<file path="config.mk">
export PLATFORM = sky130hd
export DESIGN_NAME = pipe_control_unit_flat
export DESIGN_NICKNAME = d
export VERILOG_FILES = /design/src/rtl/pipe_ctrl_if.sv /design/src/rtl/pipe_control_unit.sv /design/src/flat_wrapper.sv
export SDC_FILE = /design/constraint.sdc
export NUM_CORES = 1
export LEC_CHECK = 0
export CAP_MARGIN = 20
export CORE_UTILIZATION = 49
export DETAILED_ROUTE_END_ITERATION = 10
export PLACE_DENSITY = 0.78
export SKIP_LAST_GASP = 1
export SLEW_MARGIN = 15
export SYNTH_ARGS = -nofsm -noshare
export SYNTH_HDL_FRONTEND = slang
export SYNTH_SLANG_ARGS = --single-unit
</file>
<file path="constraint.sdc">
create_clock -name clk -period 2.45 [get_ports clk]
set_clock_uncertainty 0.05 [all_clocks]
set_input_delay 0.49 -clock clk [delete_from_list [all_inputs] [get_ports clk]]
set_output_delay 0.49 -clock clk [all_outputs]
set_load 0.03 [all_outputs]
</file>
<file path="src/rtl/pipe_ctrl_if.sv">
// pipe_ctrl_if: ID-side handshake and ID/EX control bundle of the MINI-RISC control stage
interface pipe_ctrl_if #(parameter int OPCODE_W = 5);
  logic                id_valid;
  logic [OPCODE_W-1:0] opcode;
  logic                stall_in;
  logic                flush_in;
  logic                id_ready;
  logic                ex_valid;
  logic                ex_alu_src;
  logic                ex_reg_write;
  logic                ex_mem_read;
  logic                ex_mem_write;
  logic                ex_mem_to_reg;
  logic                ex_branch;
  logic                ex_jump;
  logic                ex_alu_op;
  logic [1:0]          ex_write_mode;
  logic                busy;
  logic                halted;
  logic                illegal_err;
  modport master (
    output id_valid, opcode, stall_in, flush_in,
    input  id_ready, ex_valid, ex_alu_src, ex_reg_write, ex_mem_read, ex_mem_write,
           ex_mem_to_reg, ex_branch, ex_jump, ex_alu_op, ex_write_mode, busy, halted, illegal_err
  );
  modport slave (
    input  id_valid, opcode, stall_in, flush_in,
    output id_ready, ex_valid, ex_alu_src, ex_reg_write, ex_mem_read, ex_mem_write,
           ex_mem_to_reg, ex_branch, ex_jump, ex_alu_op, ex_write_mode, busy, halted, illegal_err
  );
endinterface

</file>
<file path="src/rtl/pipe_control_unit.sv">
// pipe_control_unit: registered ID/EX control stage with stall/flush/bubble, multi-cycle MUL/DIV and HALT (option: ILLEGAL_TRAP_EN traps undefined opcodes)
module pipe_control_unit #(
  parameter int OPCODE_W = 5,
  parameter int MUL_LAT  = 3,
  parameter int DIV_LAT  = 8,
  parameter int CNT_W    = 4
) (
  input logic       clk,
  input logic       rst_n,
  pipe_ctrl_if.slave bus
);
  localparam logic [OPCODE_W-1:0]
    OP_ADD  = OPCODE_W'(0),  OP_SUB    = OPCODE_W'(1),  OP_NOT    = OPCODE_W'(2),
    OP_AND  = OPCODE_W'(3),  OP_OR     = OPCODE_W'(4),  OP_XOR    = OPCODE_W'(5),
    OP_INC  = OPCODE_W'(6),  OP_CMP    = OPCODE_W'(7),  OP_RR     = OPCODE_W'(8),
    OP_RL   = OPCODE_W'(9),  OP_SETB   = OPCODE_W'(10), OP_CLRB   = OPCODE_W'(11),
    OP_CPLB = OPCODE_W'(12), OP_MUL    = OPCODE_W'(13), OP_DIV    = OPCODE_W'(14),
    OP_SETF = OPCODE_W'(15), OP_CLRF   = OPCODE_W'(16), OP_CPLF   = OPCODE_W'(17),
    OP_LOAD = OPCODE_W'(18), OP_STORE  = OPCODE_W'(19), OP_LBL    = OPCODE_W'(20),
    OP_LBH  = OPCODE_W'(21), OP_MOV    = OPCODE_W'(22), OP_MOVOUT = OPCODE_W'(23),
    OP_MOVIN = OPCODE_W'(24), OP_MOVB  = OPCODE_W'(25), OP_JF     = OPCODE_W'(26),
    OP_LOADBR = OPCODE_W'(27), OP_HALT = OPCODE_W'(28);
  // Counter entry values; a latency of 1 never enters MULTI so its entry is unused.
  localparam logic [CNT_W-1:0] MUL_CNT = CNT_W'((MUL_LAT > 1) ? MUL_LAT - 2 : 0);
  localparam logic [CNT_W-1:0] DIV_CNT = CNT_W'((DIV_LAT > 1) ? DIV_LAT - 2 : 0);
  typedef enum logic [1:0] {RUN, MULTI, HALTED} state_t;
  typedef struct packed {
    logic       alu_src;
    logic       reg_write;
    logic       mem_read;
    logic       mem_write;
    logic       mem_to_reg;
    logic       branch;
    logic       jump;
    logic       alu_op;
    logic [1:0] wm;
  } ctrl_t;
  state_t           state_q, state_d;
  logic [CNT_W-1:0] cnt_q, cnt_d;
  ctrl_t            bun_q, bun_d, dec;
  logic             ex_valid_q, ex_valid_d;
  logic             busy_q, busy_d;
  logic             halted_q, halted_d;
  logic             accept, is_halt, is_mul, is_div, multi;
  assign bus.id_ready = rst_n && state_q == RUN && !bus.stall_in && !bus.flush_in;
  assign accept       = bus.id_valid && bus.id_ready;
  assign is_halt      = bus.opcode == OP_HALT;
  assign is_mul       = bus.opcode == OP_MUL;
  assign is_div       = bus.opcode == OP_DIV;
  assign multi        = (is_mul && MUL_LAT > 1) || (is_div && DIV_LAT > 1);
`ifdef ILLEGAL_TRAP_EN
  logic illegal_q, illegal_d, is_ill;
  // Encodings are contiguous, so anything above HALT is undefined.
  assign is_ill          = bus.opcode > OP_HALT;
  assign bus.illegal_err = illegal_q;
`else
  assign bus.illegal_err = 1'b0;
`endif
  // Opcode decode into the control bundle; HALT and undefined opcodes decode to all zero.
  always_comb begin
    dec = '0;
    case (bus.opcode)
      OP_ADD, OP_SUB, OP_NOT, OP_AND, OP_OR, OP_XOR, OP_INC, OP_CMP, OP_RR, OP_RL,
      OP_SETB, OP_CLRB, OP_CPLB, OP_MUL, OP_DIV: begin
        dec.reg_write = 1'b1;
        dec.wm        = 2'b11;
        dec.alu_op    = 1'b1;
      end
      OP_SETF, OP_CLRF, OP_CPLF: dec.alu_op = 1'b1;
      OP_LOAD: begin
        dec.reg_write  = 1'b1;
        dec.mem_read   = 1'b1;
        dec.mem_to_reg = 1'b1;
        dec.wm         = 2'b11;
      end
      OP_STORE: dec.mem_write = 1'b1;
      OP_LBL: begin
        dec.reg_write = 1'b1;
        dec.alu_src   = 1'b1;
        dec.wm        = 2'b01;
      end
      OP_LBH: begin
        dec.reg_write = 1'b1;
        dec.alu_src   = 1'b1;
        dec.wm        = 2'b10;
      end
      OP_MOV, OP_MOVOUT, OP_MOVIN, OP_MOVB: begin
        dec.reg_write = 1'b1;
        dec.wm        = 2'b11;
      end
      OP_JF:     dec.branch = 1'b1;
      OP_LOADBR: dec.jump   = 1'b1;
      default:   dec = '0;
    endcase
  end
  // Next-state: bubble by default; flush wins in RUN/MULTI; HALTED only leaves through reset.
  always_comb begin
    state_d    = state_q;
    cnt_d      = cnt_q;
    bun_d      = '0;
    ex_valid_d = 1'b0;
    busy_d     = 1'b0;
    halted_d   = halted_q;
`ifdef ILLEGAL_TRAP_EN
    illegal_d  = illegal_q;
`endif
    case (state_q)
      RUN: begin
        if (bus.flush_in) begin
          cnt_d = '0;
        end else if (accept) begin
          bun_d = dec;
          if (is_halt) begin
            ex_valid_d = 1'b1;
            halted_d   = 1'b1;
            state_d    = HALTED;
`ifdef ILLEGAL_TRAP_EN
          end else if (is_ill) begin
            ex_valid_d = 1'b1;
            halted_d   = 1'b1;
            illegal_d  = 1'b1;
            state_d    = HALTED;
`endif
          end else if (multi) begin
            busy_d  = 1'b1;
            cnt_d   = is_mul ? MUL_CNT : DIV_CNT;
            state_d = MULTI;
          end else begin
            ex_valid_d = 1'b1;
          end
        end
      end
      MULTI: begin
        if (bus.flush_in) begin
          cnt_d   = '0;
          state_d = RUN;
        end else if (cnt_q == '0) begin
          bun_d      = bun_q;
          ex_valid_d = 1'b1;
          state_d    = RUN;
        end else begin
          bun_d  = bun_q;
          busy_d = 1'b1;
          cnt_d  = cnt_q - 1'b1;
        end
      end
      default: state_d = HALTED;
    endcase
  end
  // ID/EX register and FSM state; reset discards any in-flight multi-cycle op.
  always_ff @(posedge clk or negedge rst_n) begin
    if (!rst_n) begin
      state_q    <= RUN;
      cnt_q      <= '0;
      bun_q      <= '0;
      ex_valid_q <= 1'b0;
      busy_q     <= 1'b0;
      halted_q   <= 1'b0;
    end else begin
      state_q    <= state_d;
      cnt_q      <= cnt_d;
      bun_q      <= bun_d;
      ex_valid_q <= ex_valid_d;
      busy_q     <= busy_d;
      halted_q   <= halted_d;
    end
  end
`ifdef ILLEGAL_TRAP_EN
  // Sticky undefined-opcode flag.
  always_ff @(posedge clk or negedge rst_n) begin
    if (!rst_n) illegal_q <= 1'b0;
    else        illegal_q <= illegal_d;
  end
`endif
  assign bus.ex_valid      = ex_valid_q;
  assign bus.busy          = busy_q;
  assign bus.halted        = halted_q;
  assign bus.ex_alu_src    = bun_q.alu_src;
  assign bus.ex_reg_write  = bun_q.reg_write;
  assign bus.ex_mem_read   = bun_q.mem_read;
  assign bus.ex_mem_write  = bun_q.mem_write;
  assign bus.ex_mem_to_reg = bun_q.mem_to_reg;
  assign bus.ex_branch     = bun_q.branch;
  assign bus.ex_jump       = bun_q.jump;
  assign bus.ex_alu_op     = bun_q.alu_op;
  assign bus.ex_write_mode = bun_q.wm;
endmodule

</file>
<file path="src/flat_wrapper.sv">
// flat-port wrapper written by rule: the top's interface ports become plain ports
module pipe_control_unit_flat 
#(
  parameter int OPCODE_W = 5,
  parameter int MUL_LAT  = 3,
  parameter int DIV_LAT  = 8,
  parameter int CNT_W    = 4
)
  (clk, rst_n, bus_id_valid, bus_opcode, bus_stall_in, bus_flush_in, bus_id_ready, bus_ex_valid, bus_ex_alu_src, bus_ex_reg_write, bus_ex_mem_read, bus_ex_mem_write, bus_ex_mem_to_reg, bus_ex_branch, bus_ex_jump, bus_ex_alu_op, bus_ex_write_mode, bus_busy, bus_halted, bus_illegal_err);
  pipe_ctrl_if #(.OPCODE_W(OPCODE_W)) bus_i ();
  input logic clk;
  input logic rst_n;
  input wire logic [$bits(bus_i.id_valid)-1:0] bus_id_valid;
  input wire logic [$bits(bus_i.opcode)-1:0] bus_opcode;
  input wire logic [$bits(bus_i.stall_in)-1:0] bus_stall_in;
  input wire logic [$bits(bus_i.flush_in)-1:0] bus_flush_in;
  output wire logic [$bits(bus_i.id_ready)-1:0] bus_id_ready;
  output wire logic [$bits(bus_i.ex_valid)-1:0] bus_ex_valid;
  output wire logic [$bits(bus_i.ex_alu_src)-1:0] bus_ex_alu_src;
  output wire logic [$bits(bus_i.ex_reg_write)-1:0] bus_ex_reg_write;
  output wire logic [$bits(bus_i.ex_mem_read)-1:0] bus_ex_mem_read;
  output wire logic [$bits(bus_i.ex_mem_write)-1:0] bus_ex_mem_write;
  output wire logic [$bits(bus_i.ex_mem_to_reg)-1:0] bus_ex_mem_to_reg;
  output wire logic [$bits(bus_i.ex_branch)-1:0] bus_ex_branch;
  output wire logic [$bits(bus_i.ex_jump)-1:0] bus_ex_jump;
  output wire logic [$bits(bus_i.ex_alu_op)-1:0] bus_ex_alu_op;
  output wire logic [$bits(bus_i.ex_write_mode)-1:0] bus_ex_write_mode;
  output wire logic [$bits(bus_i.busy)-1:0] bus_busy;
  output wire logic [$bits(bus_i.halted)-1:0] bus_halted;
  output wire logic [$bits(bus_i.illegal_err)-1:0] bus_illegal_err;
  assign bus_i.id_valid = bus_id_valid;
  assign bus_i.opcode = bus_opcode;
  assign bus_i.stall_in = bus_stall_in;
  assign bus_i.flush_in = bus_flush_in;
  assign bus_id_ready = bus_i.id_ready;
  assign bus_ex_valid = bus_i.ex_valid;
  assign bus_ex_alu_src = bus_i.ex_alu_src;
  assign bus_ex_reg_write = bus_i.ex_reg_write;
  assign bus_ex_mem_read = bus_i.ex_mem_read;
  assign bus_ex_mem_write = bus_i.ex_mem_write;
  assign bus_ex_mem_to_reg = bus_i.ex_mem_to_reg;
  assign bus_ex_branch = bus_i.ex_branch;
  assign bus_ex_jump = bus_i.ex_jump;
  assign bus_ex_alu_op = bus_i.ex_alu_op;
  assign bus_ex_write_mode = bus_i.ex_write_mode;
  assign bus_busy = bus_i.busy;
  assign bus_halted = bus_i.halted;
  assign bus_illegal_err = bus_i.illegal_err;
  pipe_control_unit #(.OPCODE_W(OPCODE_W), .MUL_LAT(MUL_LAT), .DIV_LAT(DIV_LAT), .CNT_W(CNT_W)) u_core (.clk(clk), .rst_n(rst_n), .bus(bus_i));
endmodule
</file>
==> metrics.yaml <==
outcome:
  run_status: "finished clean"
setup_path:
  crit_chain: "clkdlybuf4s50_1 -> nor4b_4 -> nor2b_1 -> buf_4"
  crit_fanout: 3
  critPathSlowestCell: "clkdlybuf4s50_1"
  slowest_delay_ps: 470
  cp-end-kind: "primary output"
  worst-setup-path-type: "input port to primary output"
  crit_arrival_ps: 1580
  critPathRequiredTime_ps: 1910
  start_kind: "input port"
floorplan:
  fp.dieW_um: 49.4
  io_pins: 25
  die_height_um: 49.4
  placementRows: 16
  start_util: 0.539
  core-area_um2: 2040
  die_area_um2: 2440
clock_network:
  cts_tree: "built"
  post_cts_buffers: 0
  cts_made_buffers: 3
  path_clk_slew_ps: 90
  clock_path_buffers: 2
  cts_root_buffer: "clkbuf_4"
  cts_hold_buf: 0
  clock_latency_ps: 300
  clock_sinks: 18
  ctsResizeCount: 0
  htree_num_levels: 1
synth:
  yosysSeqAreaShare: 0.409
  async_flop_share: 1.00
  synth-edff-count: 0
  netlist.area_leader.share: 0.409
  synth_cells: 116
  netlist_top_cells_area: "dfrtp_1 41%, a22o_1 4.0%, o21ai_0 3.2%"
  avgSynthCellArea_um2: 9.49
  synth_seq_cells: 18
  synth_area_leader_cell: "dfrtp_1"
  synth_cell_types: 43
  mappedNetlistArea_um2: 1100
  ys_warn_count: 0
  synthFlopType: "dfrtp_1"
  synth_nets: 128
timing:
  hold_viol: 0
  period_needed_ps: 2120
  rsz0062_at_grt: "no"
  finalSetupTns_ps: 0
  timing.final.crit_share: 0.865
  finalSetupViolCount: 0
  worst_slack_ps: 330
  holdWs_ps: 439
  maxSlewViolCount: 0
  max_freq_mhz: 472
final_layout:
  utilization: 0.695
  finalInstanceArea_um2: 1420
  area_delta_synth_final_pct: 29.0
  drive_gt1_frac: 0.139
  layout_commonest_cell: "clkdlybuf4s50_1"
  num-nets-final: 158
  antennaDiodeCount: 0
  layout_common_cells: "22 x clkdlybuf4s50_1, 18 x dfrtp_1, 11 x buf_4, 9 x inv_1, 8 x nand2_1"
global_routing:
  grt_pass1_wl_um: 4030
  grt_max_degree: 19
  antenna_found_initial: 0
  grt_pass1_vias: 879
  grt_overflow: 0
  track_usage: 0.221
drt:
  viasPerCell: 5.89
  num_vias: 1007
  wire_per_inst_um: 14.8
  routed_wl_um: 2530
  drtPass1Iterations: 4
  postRouteAntennaNets: 0
  drc: 0
  drt_iter0_markers: 45
power_and_ir_drop:
  p_leak_nw: 0.622
  ir_drop_v: 0.000326
  power_density_nw_per_um2: 365
placement:
  dp_slack_ps: 227
  postPlaceCellArea_um2: 1400
  place.gp.congestion: 0.845
  hpwlAfterDp_um: 1930
  io_buffers: 23
min_path:
  hp-class: "flop to flop"
job:
  maxCapViolations: 0
[worst paths after layout]
kind / from / to / cells after the start / slack [ps]
min: u_core.bus.halted$_DFFE_PN0P_ / u_core.bus.halted$_DFFE_PN0P_ / 2 / 440
max reg2reg: u_core.cnt_q[0]$_DFFE_PN0P_ / u_core.cnt_q[2]$_DFFE_PN0P_ / 7 / 510
min reg2reg: u_core.bus.halted$_DFFE_PN0P_ / u_core.bus.halted$_DFFE_PN0P_ / 2 / 440
max in group asynchronous: rst_n / u_core.cnt_q[3]$_DFFE_PN0P_ / 2 / 1650
max: bus_flush_in / bus_id_ready / 4 / 330
min in group asynchronous: rst_n / u_core.bus.ex_jump$_DFFE_PN0N_ / 2 / 510
[layout make-up]
cell class,instances,area [µm²]
Multi-Input combinational cell,81,577
Timing Repair Buffer,33,303
Fill cell,164,622
Tap cell,27,33.8
Inverter,9,33.8
Clock buffer,3,22.5
Sequential cell,18,450
[critical path: cells and delay by family]
family | cells | cell delay [ps]
simple gates | 2 | 450
buf+inv | 2 | 630
[registers in the layout, summed over array words and instances (netlist names)]
register,count
u_core.bus.ex_valid,1
u_core.bus.ex_alu_src,1
u_core.bus.busy,1
u_core.bus.ex_jump,1
u_core.bus.ex_write_mode,2
u_core.bus.halted,1
u_core.cnt_q,4
u_core.state_q,2
u_core.bus.ex_mem_read,1
u_core.bus.ex_mem_write,1
u_core.bus.ex_alu_op,1
u_core.bus.ex_reg_write,1
u_core.bus.ex_branch,1
[through the flow]
stage          power, mW  std cells
2_1_floorplan      0.341        116
3_3_place_gp       0.374        168
3_5_place_dp       0.376        168
4_1_cts            0.521        171
5_1_grt            0.542        171
6_report           0.518        171
[routing by layer]
| layer | vias up | part of all wire | GRT usage | wire length [µm] |
|---|---|---|---|---|
| met5 | - | 0 | 0 | 0 |
| met4 | 0 | 0.015 | 0.0857 | 37 |
| met3 | 4 | 0.058 | 0.0280 | 147 |
| met2 | 41 | 0.46 | 0.347 | 1160 |
| met1 | 480 | 0.47 | 0.310 | 1190 |
| li1 | 482 | - | - | - |
[where the power goes]
group	internal (mW)	total [mW]	switching [mW]
sequential	0.297	0.297	0
clock	0.0574	0.147	0.0894
combinational	0.0323	0.0746	0.0422
total	0.387	0.518	0.132
[kinds of logic (layout without fill, tap and decap cells)]
group                      count (synthesis)  count (layout)  synth area share
muxes                                      1               1           0.00909
adders and majority gates                  2               2            0.0227
and+or+nand+nor                           43              43             0.243
AOI/OAI and AO/OA                         33              33             0.238
other                                      1               1           0.00341
xor gates and xnor gates                   1               1           0.00796
buffers and inverters                     17              45            0.0670
DFF                                       18              18             0.409
[synth_stat cells, types with 3 or more instances]
cell,number
dfrtp_1,18
inv_1,9
nand2_1,8
o21ai_0,7
nor3_1,6
a22o_1,5
and2_1,4
clkbuf_1,4
nand2b_1,4
nand3_1,4
nor2_1,4
a211o_1,3
nor2b_1,3
Power figures use the tool's default switching activity.
